$ cat src/rtl/shader_pkg.sv
// shader_pkg: shared Q-format constants and gradient FSM state type
package shader_pkg;
  localparam int Q7_FRAC = 7;
  localparam int Q14_FRAC = 14;
  localparam logic [15:0] GRAD_ONE = 16'h4000;
  localparam logic [15:0] GRAD_SAT = 16'h7FFF;
  typedef enum logic [2:0] {IDLE, SETUP, DIV, FIX, DONE} gradient_state_t;
endpackage

$ cat src/rtl/gradient_calc_if.sv
// gradient_calc_if: start/done level handshake with Q.7 operands in and Q.14 gradient out
interface gradient_calc_if;
  logic start;
  logic [15:0] cur;
  logic [15:0] lo;
  logic [15:0] hi;
  logic busy;
  logic done;
  logic [15:0] gradient;
  modport master (output start, cur, lo, hi, input busy, done, gradient);
  modport slave (input start, cur, lo, hi, output busy, done, gradient);
endinterface

$ cat src/rtl/gradient_calc_udiv.sv
// frac_udiv: restoring divider giving q = floor(d * 2^GRAD_FRAC / v) for d < 2v, one bit per cycle after go
module frac_udiv #(
  parameter int GRAD_FRAC = 14
) (
  input  logic                 clk,
  input  logic                 reset,
  input  logic                 go,
  input  logic [16:0]          d,
  input  logic [16:0]          v,
  output logic [GRAD_FRAC:0]   q,
  output logic                 valid
);
  localparam int KW = $clog2(GRAD_FRAC + 1);
  logic [16:0] r_q, r_d;
  logic [GRAD_FRAC:0] q_q, q_d, q_bit;
  logic [KW-1:0] k_q, k_d;
  logic act_q, act_d;
  logic [17:0] trial, diff;
  logic ge;
  always_comb begin
    trial = (k_q == '0) ? {1'b0, d} : {r_q, 1'b0};
    diff  = trial - {1'b0, v};
    ge    = trial >= {1'b0, v};
    q_bit = (GRAD_FRAC + 1)'(ge) << (KW'(GRAD_FRAC) - k_q);
    r_d   = go ? '0 : act_q ? (ge ? diff[16:0] : trial[16:0]) : r_q;
    q_d   = go ? '0 : act_q ? (q_q | q_bit) : q_q;
    k_d   = go ? '0 : act_q ? k_q + 1'b1 : k_q;
    act_d = go | (act_q & (k_q != KW'(GRAD_FRAC)));
    valid = act_q & (k_q == KW'(GRAD_FRAC));
    q     = q_q | q_bit;
  end
  always_ff @(posedge clk) begin
    if (reset) begin
      r_q   <= '0;
      q_q   <= '0;
      k_q   <= '0;
      act_q <= 1'b0;
    end else begin
      r_q   <= r_d;
      q_q   <= q_d;
      k_q   <= k_d;
      act_q <= act_d;
    end
  end
endmodule

$ cat src/rtl/gradient_calc.sv
// gradient_calc: signed Q.14 gradient (cur-lo)/(hi-lo) from Q.7 coordinates over a start/done handshake
module gradient_calc
  import shader_pkg::*;
#(
  parameter int GRAD_FRAC = 14
) (
  input  logic             clk,
  input  logic             reset,
  gradient_calc_if.slave   bus
);
  gradient_state_t state_q, state_d;
  logic [15:0] cur_q, cur_d, lo_q, lo_d, hi_q, hi_d;
  logic [15:0] mag_q, mag_d, grad_q, grad_d;
  logic neg_q, neg_d, done_q, done_d;
  logic [16:0] num, den, abs_num, abs_den;
  logic sat, div_go, div_valid;
  logic [GRAD_FRAC:0] div_q;
  always_comb begin
    num     = {cur_q[15], cur_q} - {lo_q[15], lo_q};
    den     = {hi_q[15], hi_q} - {lo_q[15], lo_q};
    abs_num = num[16] ? -num : num;
    abs_den = den[16] ? -den : den;
    sat     = {1'b0, abs_num} >= {abs_den, 1'b0};
    div_go  = (state_q == SETUP) & (abs_den != '0) & ~sat;
  end
  always_comb begin
    state_d = state_q;
    cur_d   = cur_q;
    lo_d    = lo_q;
    hi_d    = hi_q;
    neg_d   = neg_q;
    mag_d   = mag_q;
    grad_d  = grad_q;
    done_d  = done_q;
    case (state_q)
      IDLE: if (bus.start) begin
        cur_d   = bus.cur;
        lo_d    = bus.lo;
        hi_d    = bus.hi;
        state_d = SETUP;
      end
      SETUP: begin
        neg_d   = num[16] ^ den[16];
        state_d = div_go ? DIV : FIX;
        if (abs_den == '0) begin
          mag_d = GRAD_ONE;
          neg_d = 1'b0;
        end else if (sat) mag_d = GRAD_SAT;
      end
      DIV: if (div_valid) begin
        mag_d   = 16'(div_q);
        state_d = FIX;
      end
      FIX: begin
        grad_d  = neg_q ? -mag_q : mag_q;
        done_d  = 1'b1;
        state_d = DONE;
      end
      DONE: if (!bus.start) begin
        done_d  = 1'b0;
        state_d = IDLE;
      end
      default: state_d = IDLE;
    endcase
  end
  always_ff @(posedge clk) begin
    if (reset) begin
      state_q <= IDLE;
      cur_q   <= '0;
      lo_q    <= '0;
      hi_q    <= '0;
      neg_q   <= 1'b0;
      mag_q   <= '0;
      grad_q  <= '0;
      done_q  <= 1'b0;
    end else begin
      state_q <= state_d;
      cur_q   <= cur_d;
      lo_q    <= lo_d;
      hi_q    <= hi_d;
      neg_q   <= neg_d;
      mag_q   <= mag_d;
      grad_q  <= grad_d;
      done_q  <= done_d;
    end
  end
  frac_udiv #(.GRAD_FRAC(GRAD_FRAC)) u_div (
    .clk   (clk),
    .reset (reset),
    .go    (div_go),
    .d     (abs_num),
    .v     (abs_den),
    .q     (div_q),
    .valid (div_valid)
  );
  assign bus.busy     = (state_q == SETUP) | (state_q == DIV) | (state_q == FIX);
  assign bus.done     = done_q;
  assign bus.gradient = grad_q;
endmodule

$ cat src/flat_wrapper.sv
// flat-port wrapper written by rule: the top's interface ports become plain ports
module gradient_calc_flat import shader_pkg::*;
#(
  parameter int GRAD_FRAC = 14
)
  (clk, reset, bus_start, bus_cur, bus_lo, bus_hi, bus_busy, bus_done, bus_gradient);
  gradient_calc_if bus_i ();
  input  logic clk;
  input  logic reset;
  input wire logic [$bits(bus_i.start)-1:0] bus_start;
  input wire logic [$bits(bus_i.cur)-1:0] bus_cur;
  input wire logic [$bits(bus_i.lo)-1:0] bus_lo;
  input wire logic [$bits(bus_i.hi)-1:0] bus_hi;
  output wire logic [$bits(bus_i.busy)-1:0] bus_busy;
  output wire logic [$bits(bus_i.done)-1:0] bus_done;
  output wire logic [$bits(bus_i.gradient)-1:0] bus_gradient;
  assign bus_i.start = bus_start;
  assign bus_i.cur = bus_cur;
  assign bus_i.lo = bus_lo;
  assign bus_i.hi = bus_hi;
  assign bus_busy = bus_i.busy;
  assign bus_done = bus_i.done;
  assign bus_gradient = bus_i.gradient;
  gradient_calc #(.GRAD_FRAC(GRAD_FRAC)) u_core (.clk(clk), .reset(reset), .bus(bus_i));
endmodule
$ cat config.mk
export PLATFORM = sky130hd
export DESIGN_NAME = gradient_calc_flat
export DESIGN_NICKNAME = d
export VERILOG_FILES = /design/src/rtl/shader_pkg.sv /design/src/rtl/gradient_calc_if.sv /design/src/rtl/gradient_calc_udiv.sv /design/src/rtl/gradient_calc.sv /design/src/flat_wrapper.sv
export SDC_FILE = /design/constraint.sdc
export NUM_CORES = 1
export LEC_CHECK = 0
export ABC_AREA = 1
export BUFFER_PORTS_ARGS = -buffer_cell sky130_fd_sc_hd__buf_2
export CORE_ASPECT_RATIO = 1.1
export CORE_MARGIN = 5
export CORE_UTILIZATION = 60
export CTS_CLUSTER_DIAMETER = 200
export CTS_CLUSTER_SIZE = 28
export DETAILED_ROUTE_END_ITERATION = 10
export PLACE_DENSITY = 0.8
export SLEW_MARGIN = 10
export SYNTH_ARGS = -nofsm -noshare
export SYNTH_HDL_FRONTEND = slang
export SYNTH_SLANG_ARGS = --single-unit
$ cat constraint.sdc
create_clock -name clk -period 5.25 [get_ports clk]
set_input_delay 0.2625 -clock clk [delete_from_list [all_inputs] [get_ports clk]]
set_output_delay 0.2625 -clock clk [all_outputs]
set_load 0.01 [all_outputs]
# Yosys cells after proc, flatten, opt, wreduce, memory -nomap -nowiden
# Cells that the tools add are included.
[op_classes] addsub=8 order_cmp=2 eq_ne=10 n_shift=1 muxes=17 bitwise=10 reduce_logical=11
[op_table] operator="two-way mux 16 bit" n=4
[op_table] operator="two-way mux 17 bit" n=3
[op_table] operator="negator 17 bit" n=2
[op_table] operator="subtractor 16 x 16 -> 17 bit" n=2
[op_table] operator="case mux 16 bit (2 select lines)" n=1
[op_table] operator=">= comparator 17 x 18 -> 1 bit" n=1
[op_table] operator=">= comparator 18 x 17 -> 1 bit" n=1
[op_table] operator="two-way mux 18 bit" n=1
[op_table] operator="logical NOT 17 bit" n=1
[op_table] operator="nonzero test 17 bit" n=1
[op_table] operator="subtractor 17 bit" n=1
[op_table] operator="negator 16 bit" n=1
[op_table] operator="OR 15 bit" n=1
[op_table] operator="case mux 3 bit (5 select lines)" n=1
[op_table] operator="left shift 1 x 4 -> 15 bit" n=1
[op_table] operator="two-way mux 3 bit" n=3
[op_table] operator="equality test 3 x 2 -> 1 bit, second input constant" n=2
[op_table] operator="AND reduction 3 bit" n=2
[op_table] operator="adder 4 x 1 -> 4 bit, second input constant" n=1
[op_table] operator="AND 1 bit" n=4
[op_table] operator="equality test 4 bit, second input constant" n=1
[op_table] operator="logical NOT 4 bit" n=1
[op_table] operator="inequality test 2 bit, second input constant" n=2
[op_table] operator="inequality test 4 bit, second input constant" n=1
[op_table] operator="14 further kinds" n=20
[word_totals] register_bits=122 input_bits=51 out_inout_bits=18 wordCells=71

# Depth between registers and ports, before layout
[logic_depth] word_depth=9 depth_mapped=35

# Modules after synthesis
# A second synthesis with hierarchy kept.
[hier_totals] hier_cells=1556 hier_area_um2=9749.4
[modules_own_cells] mod="gradient_calc" n_inst=1 cells_per_inst=1039 area_each_um2=6618.8 seq_area_each_um2=1681.6
[modules_own_cells] mod="frac_udiv" n_inst=1 cells_per_inst=517 area_each_um2=3130.5 seq_area_each_um2=740.7

# Worst setup path before layout
# Ideal clock, no wire load.
[synth_timing] kind="register to register" start="register u_core.cur_q[0]" end="register u_core.u_div.r_q[16]" t_arrival_ns=4.363 setup_slack_ns=0.767 stages_incl_launch_ff=30 n_path_buf=3 path_cell_list="dfxtp_1 > inv_1 > ha_1 > fa_1 > inv_1 > nand3_1 > nand2_1 > a21oi_1 > o21ai_0 > nand3_1 > nand4_1 > or2_2 > nand2_1 > inv_1 > clkbuf_1 > o21ai_0 > o211ai_1 > nand2_1 > ha_1 > nand2_1 > o21ai_0 > nand2_1 > o211ai_1 > nand2_1 > nand4_1 > clkbuf_1 > clkbuf_1 > a21oi_1 > nand2_1 > a21oi_1"
[synth_via] elab_chain_cells=7 word_cells_on_any_way=11
[synth_lines] item="start, declared" line_no="gradient_calc.sv:12" text="logic [15:0] cur_q, cur_d, lo_q, lo_d, hi_q, hi_d;"
[synth_lines] item="start signal, assigned" line_no="gradient_calc.sv:78" text="cur_q <= cur_d;"
[synth_lines] item="subtractor 16 x 16 -> 17 bit (*)" line_no="gradient_calc.sv:19" text="num = {cur_q[15], cur_q} - {lo_q[15], lo_q};"
[synth_lines] item="negator 17 bit" line_no="gradient_calc.sv:21" text="abs_num = num[16] ? -num : num;"
[synth_lines] item="two-way mux 17 bit (*)" line_no="gradient_calc.sv:21"
[synth_lines] item=">= comparator 17 x 18 -> 1 bit" line_no="gradient_calc.sv:23" text="sat = {1'b0, abs_num} >= {abs_den, 1'b0};"
[synth_lines] item="NOT 1 bit" line_no="gradient_calc.sv:24" text="div_go = (state_q == SETUP) & (abs_den != '0) & ~sat;"
[synth_lines] item="AND 1 bit" line_no="gradient_calc.sv:24"
[synth_lines] item="OR reduction 2 bit (no line)"
[synth_lines] item="end signal, assigned" line_no="gradient_calc_udiv.sv:39" text="r_q <= r_d;"
[synth_lines] item="end, declared" line_no="gradient_calc_udiv.sv:14" text="logic [16:0] r_q, r_d;"
# Mark *: on every way between the ends. The rest lies on a longest branch, timed or not.
# A chain may end at the register's enable or synchronous reset.

# Final worst setup path
[layout_timing] start="register u_core.lo_q[5]" end="register u_core.mag_q[2]"
[layout_via] elab_chain_cells=9 word_cells_on_any_way=17
[layout_lines] item="start, declared" line_no="gradient_calc.sv:12"
[layout_lines] item="start signal, assigned" line_no="gradient_calc.sv:79" text="lo_q <= lo_d;"
[layout_lines] item="subtractor 16 x 16 -> 17 bit" line_no="gradient_calc.sv:19"
[layout_lines] item="negator 17 bit" line_no="gradient_calc.sv:21"
[layout_lines] item="two-way mux 17 bit" line_no="gradient_calc.sv:21"
[layout_lines] item="two-way mux 18 bit" line_no="gradient_calc_udiv.sv:21" text="trial = (k_q == '0) ? {1'b0, d} : {r_q, 1'b0};"
[layout_lines] item=">= comparator 18 x 17 -> 1 bit" line_no="gradient_calc_udiv.sv:23" text="ge = trial >= {1'b0, v};"
[layout_lines] item="left shift 1 x 4 -> 15 bit" line_no="gradient_calc_udiv.sv:24" text="q_bit = (GRAD_FRAC + 1)'(ge) << (KW'(GRAD_FRAC) - k_q);"
[layout_lines] item="OR 15 bit" line_no="gradient_calc_udiv.sv:30" text="q = q_q | q_bit;"
[layout_lines] item="two-way mux 16 bit" line_no="gradient_calc.sv:50" text="DIV: if (div_valid) begin"
[layout_lines] item="case mux 16 bit (2 select lines)" line_no="gradient_calc.sv:35" text="case (state_q)"
[layout_lines] item="end signal, assigned" line_no="gradient_calc.sv:82" text="mag_q <= mag_d;"
[layout_lines] item="end, declared" line_no="gradient_calc.sv:13" text="logic [15:0] mag_q, mag_d, grad_q, grad_d;"
# Several ways; a longest one is shown, not always the timed one. The select of a mux whose other input is x is not followed.

==> impl_metrics.tcl <==
set metrics [dict create \
    r2r-end "u_core.mag_q[2]$_SDFFE_PP0P_" \
    final_cell_count_no_fill 1800 \
    start_util_pct 60.7 \
    syn_inst 1535 \
    area_growth_pct 13.1 \
    num_vias 9841 \
    clkLatencyLatePin_ns 0.43 \
    antenna_found_initial 0 \
    placementRows 48 \
    stdcell_area_sq_um 10700 \
    min_from "bus_hi[8]" \
    dieWidth_microns 130 \
    wl_microns 25900 \
    max_clock_freq_ghz 0.206 \
    detail_route.wl_per_cell_microns 14.4 \
    hold_viol_final 0 \
    timing.slew.headroom_pct 46.4 \
    final.setup_skew_ns 0.0110 \
    path_clk_slew_ns 0.06 \
    min_to "u_core.hi_q[8]$_SDFFE_PP0P_" \
    core_sq_um 15600 \
    first_global_vias 8983 \
    viasPerCell 5.47 \
    drt-pass1-iter-count 5 \
    status "completed" \
    synth_cell_types 42 \
    setup_violations 0 \
    regArea_sq_um 2420 \
    syn_avg_cell_area_sq_um 6.18 \
    synth_edf_count 0 \
    seq_area_frac_synth_pct 25.5 \
    synth_top_family_by_area "simple AND/OR/NAND/NOR gates" \
    grt-ovfl-total 0 \
    setup_tns_ns 0 \
    synth_ff_type "dfxtp_1" \
    synthAdderAreaFrac_pct 10.0 \
    ys_ff_latch 121 \
    fin_crit_ns 4.86 \
    crit_top_cell "nand2_1" \
    multiInputGateArea_sq_um 6220 \
    h-tree-depth 4 \
    yosys.area_share.simple_pct 32.2 \
    cpPeakStageDelay_ns 0.42 \
    drv_slew 0 \
    maxCapViolations 0 \
    synth-compound-area-share_pct 17.3 \
    detail-route-antenna-nets 0 \
    portBuffers 68 \
    reg2reg_slack_ns 0.39 \
    cp-start-kind "flip-flop" \
    grt_pass1_wl_microns 42700 \
    synth_xor_area_share_pct 4.33 \
    drive_above_1_share_pct 10.9 \
    dp_hpwl_microns 19800 \
    grt_start_max_net_pins 97 \
    required_ns 5.61 \
    cts_buffer_depth 2 \
    rr_startpoint "u_core.lo_q[5]$_SDFFE_PP0P_" \
    reg2regPathDepth 30 \
    num_antenna_cells 0 \
    routabilityCongestion 0.940 \
    worst_pin_slew_ns 0.801 \
    dieArea_sq_um 18400 \
    dpl.cell_count 1767 \
    crit_fanout 13 \
    drt_iter0_markers 776 \
    synth_area_sq_um 9480 \
    critPathSlowestCell "ha_1" \
    hold_path_depth 3 \
    nFillCells 1450 \
    path_class "reg2reg" \
    critPathCaptureType "flip-flop" \
    fin_nets 1712 \
    postPlaceCellArea_sq_um 9960 \
    io_pins 69 \
    chipHeight_microns 142 \
    grt.total_usage_pct 28.5 \
    fin_crit_sh_pct 92.6 \
    cp.arrival_ns 5.22 \
    muxShareOfSynthArea_pct 0 \
    clk_root_buffer_cell "clkbuf_16" \
    cts_buffers 17 \
    synthArstFlopShare_pct 0 \
    cts_tree "done" \
    ys_warn_count 0 \
    synthesis.nets 1660 \
    cts.sinks 121 \
    hold_class "in2reg" \
    post-route-drc-count 0 \
]
how the worst max path moves through the flow:
stage | start | end | slack [ns] | cells past startpoint
2_1_floorplan | u_core.cur_q[0]$_SDFFE_PP0P_ | u_core.u_div.r_q[16]$_SDFFE_PP0P_ | 0.77 | 29
3_3_place_gp | u_core.lo_q[0]$_SDFFE_PP0P_ | u_core.u_div.r_q[12]$_SDFFE_PP0P_ | 0.18 | 27
3_5_place_dp | u_core.lo_q[0]$_SDFFE_PP0P_ | u_core.mag_q[10]$_SDFFE_PP0P_ | 0.23 | 28
4_1_cts | u_core.lo_q[0]$_SDFFE_PP0P_ | u_core.mag_q[10]$_SDFFE_PP0P_ | 0.11 | 30
5_1_grt | u_core.lo_q[3]$_SDFFE_PP0P_ | u_core.mag_q[2]$_SDFFE_PP0P_ | -0.02 | 29
6_report | u_core.lo_q[5]$_SDFFE_PP0P_ | u_core.mag_q[2]$_SDFFE_PP0P_ | 0.39 | 30
cells by family (layout without fill, tap and decap cells):
logic type | Yosys count | count (layout)
flops | 121 | 121
xor+xnor | 46 | 46
fa+ha+maj | 74 | 74
buf+inv | 259 | 324
simple gates | 721 | 721
compound gates | 314 | 314
cells in the mapped netlist, drive strengths merged, types with 17 or more instances:
cell type	number	area share (%)
nor3	17	0.90
nand4	22	1.5
nor2	146	5.9
dfxtp	121	26
inv	210	8.3
a21oi	171	9.1
nand3	103	5.8
o21ai	121	6.4
ha	71	9.4
clkbuf	37	1.5
xor2	29	2.8
nand2	414	17
xnor2	17	1.6
sequential cells by signal (all words and copies together), names as in the netlist:
name                 flops
u_core.u_div.r_q        17
u_core.bus.gradient     16
u_core.cur_q            16
u_core.hi_q             16
u_core.lo_q             16
u_core.mag_q            15
u_core.u_div.q_q        15
u_core.u_div.k_q         4
u_core.state_q           3
u_core.bus.done          1
u_core.neg_q             1
u_core.u_div.act_q       1
cells in the final DEF (no fill, tap or decap), drive strengths merged:
master and count:
a211oi 1, a21o 1, a21oi 171, a22oi 3
a31oi 3, a41oi 1, and2 2, buf 80
bufinv 2, clkbuf 18, clkinv 7, clkinvlp 3
dfxtp 121, fa 3, ha 71, inv 214
nand2 414, nand3 103, nand3b 10, nand4 22
nor2 146, nor3 17, nor3b 1, nor4 3
o211ai 4, o21a 3, o21ai 121, o221ai 4
o31ai 2, or2 3, xnor2 17, xor2 29
worst max-delay path, delay by kind of cell (launching register included):
kind                       cells  cell delay (ns)
AOI/OAI and AO/OA              7             1.04
adders and majority gates      2             0.80
buffers and inverters          5             0.71
DFF                            1             0.31
and+or+nand+nor               16             1.91
metal layers:
layer	track usage (%)	part of all wire (%)	up-vias	routed length, microns
met2	47.2	47	268	12200
met3	4.67	4.9	59	1260
met1	37.6	45	4422	11700
met5	0	0	-	0
li1	-	-	5092	-
met4	9.68	3.0	0	766
through the flow:
step,hold WS [ns],util (%),worst slack (ns)
final,0.112,68.6,0.389
after global routing,0.133,68.6,-0.0225
after CTS,0.106,67.6,0.106
after detailed placement,0.444,63.8,0.226
after global placement,0.440,63.8,0.182
after floorplan,0.427,-,0.767
area by class of cell:
class	count	area share, %
clock buffers	18	4.00
inverters	212	7.42
flip-flops and latches	121	22.6
clock inverters	14	1.53
well taps	200	2.33
multi-input cells	1155	58.0
repair buffers	80	4.05
what timing repair did:
action	CTS	global route
gates resized for setup	0	38
hold buffers	0	0
setup endpoints to repair	0	51
buffers inserted	0	1
Power is left out: the tool's default activity adds up to more than one toggle a clock period on the data nets, which glitch-free logic cannot reach.
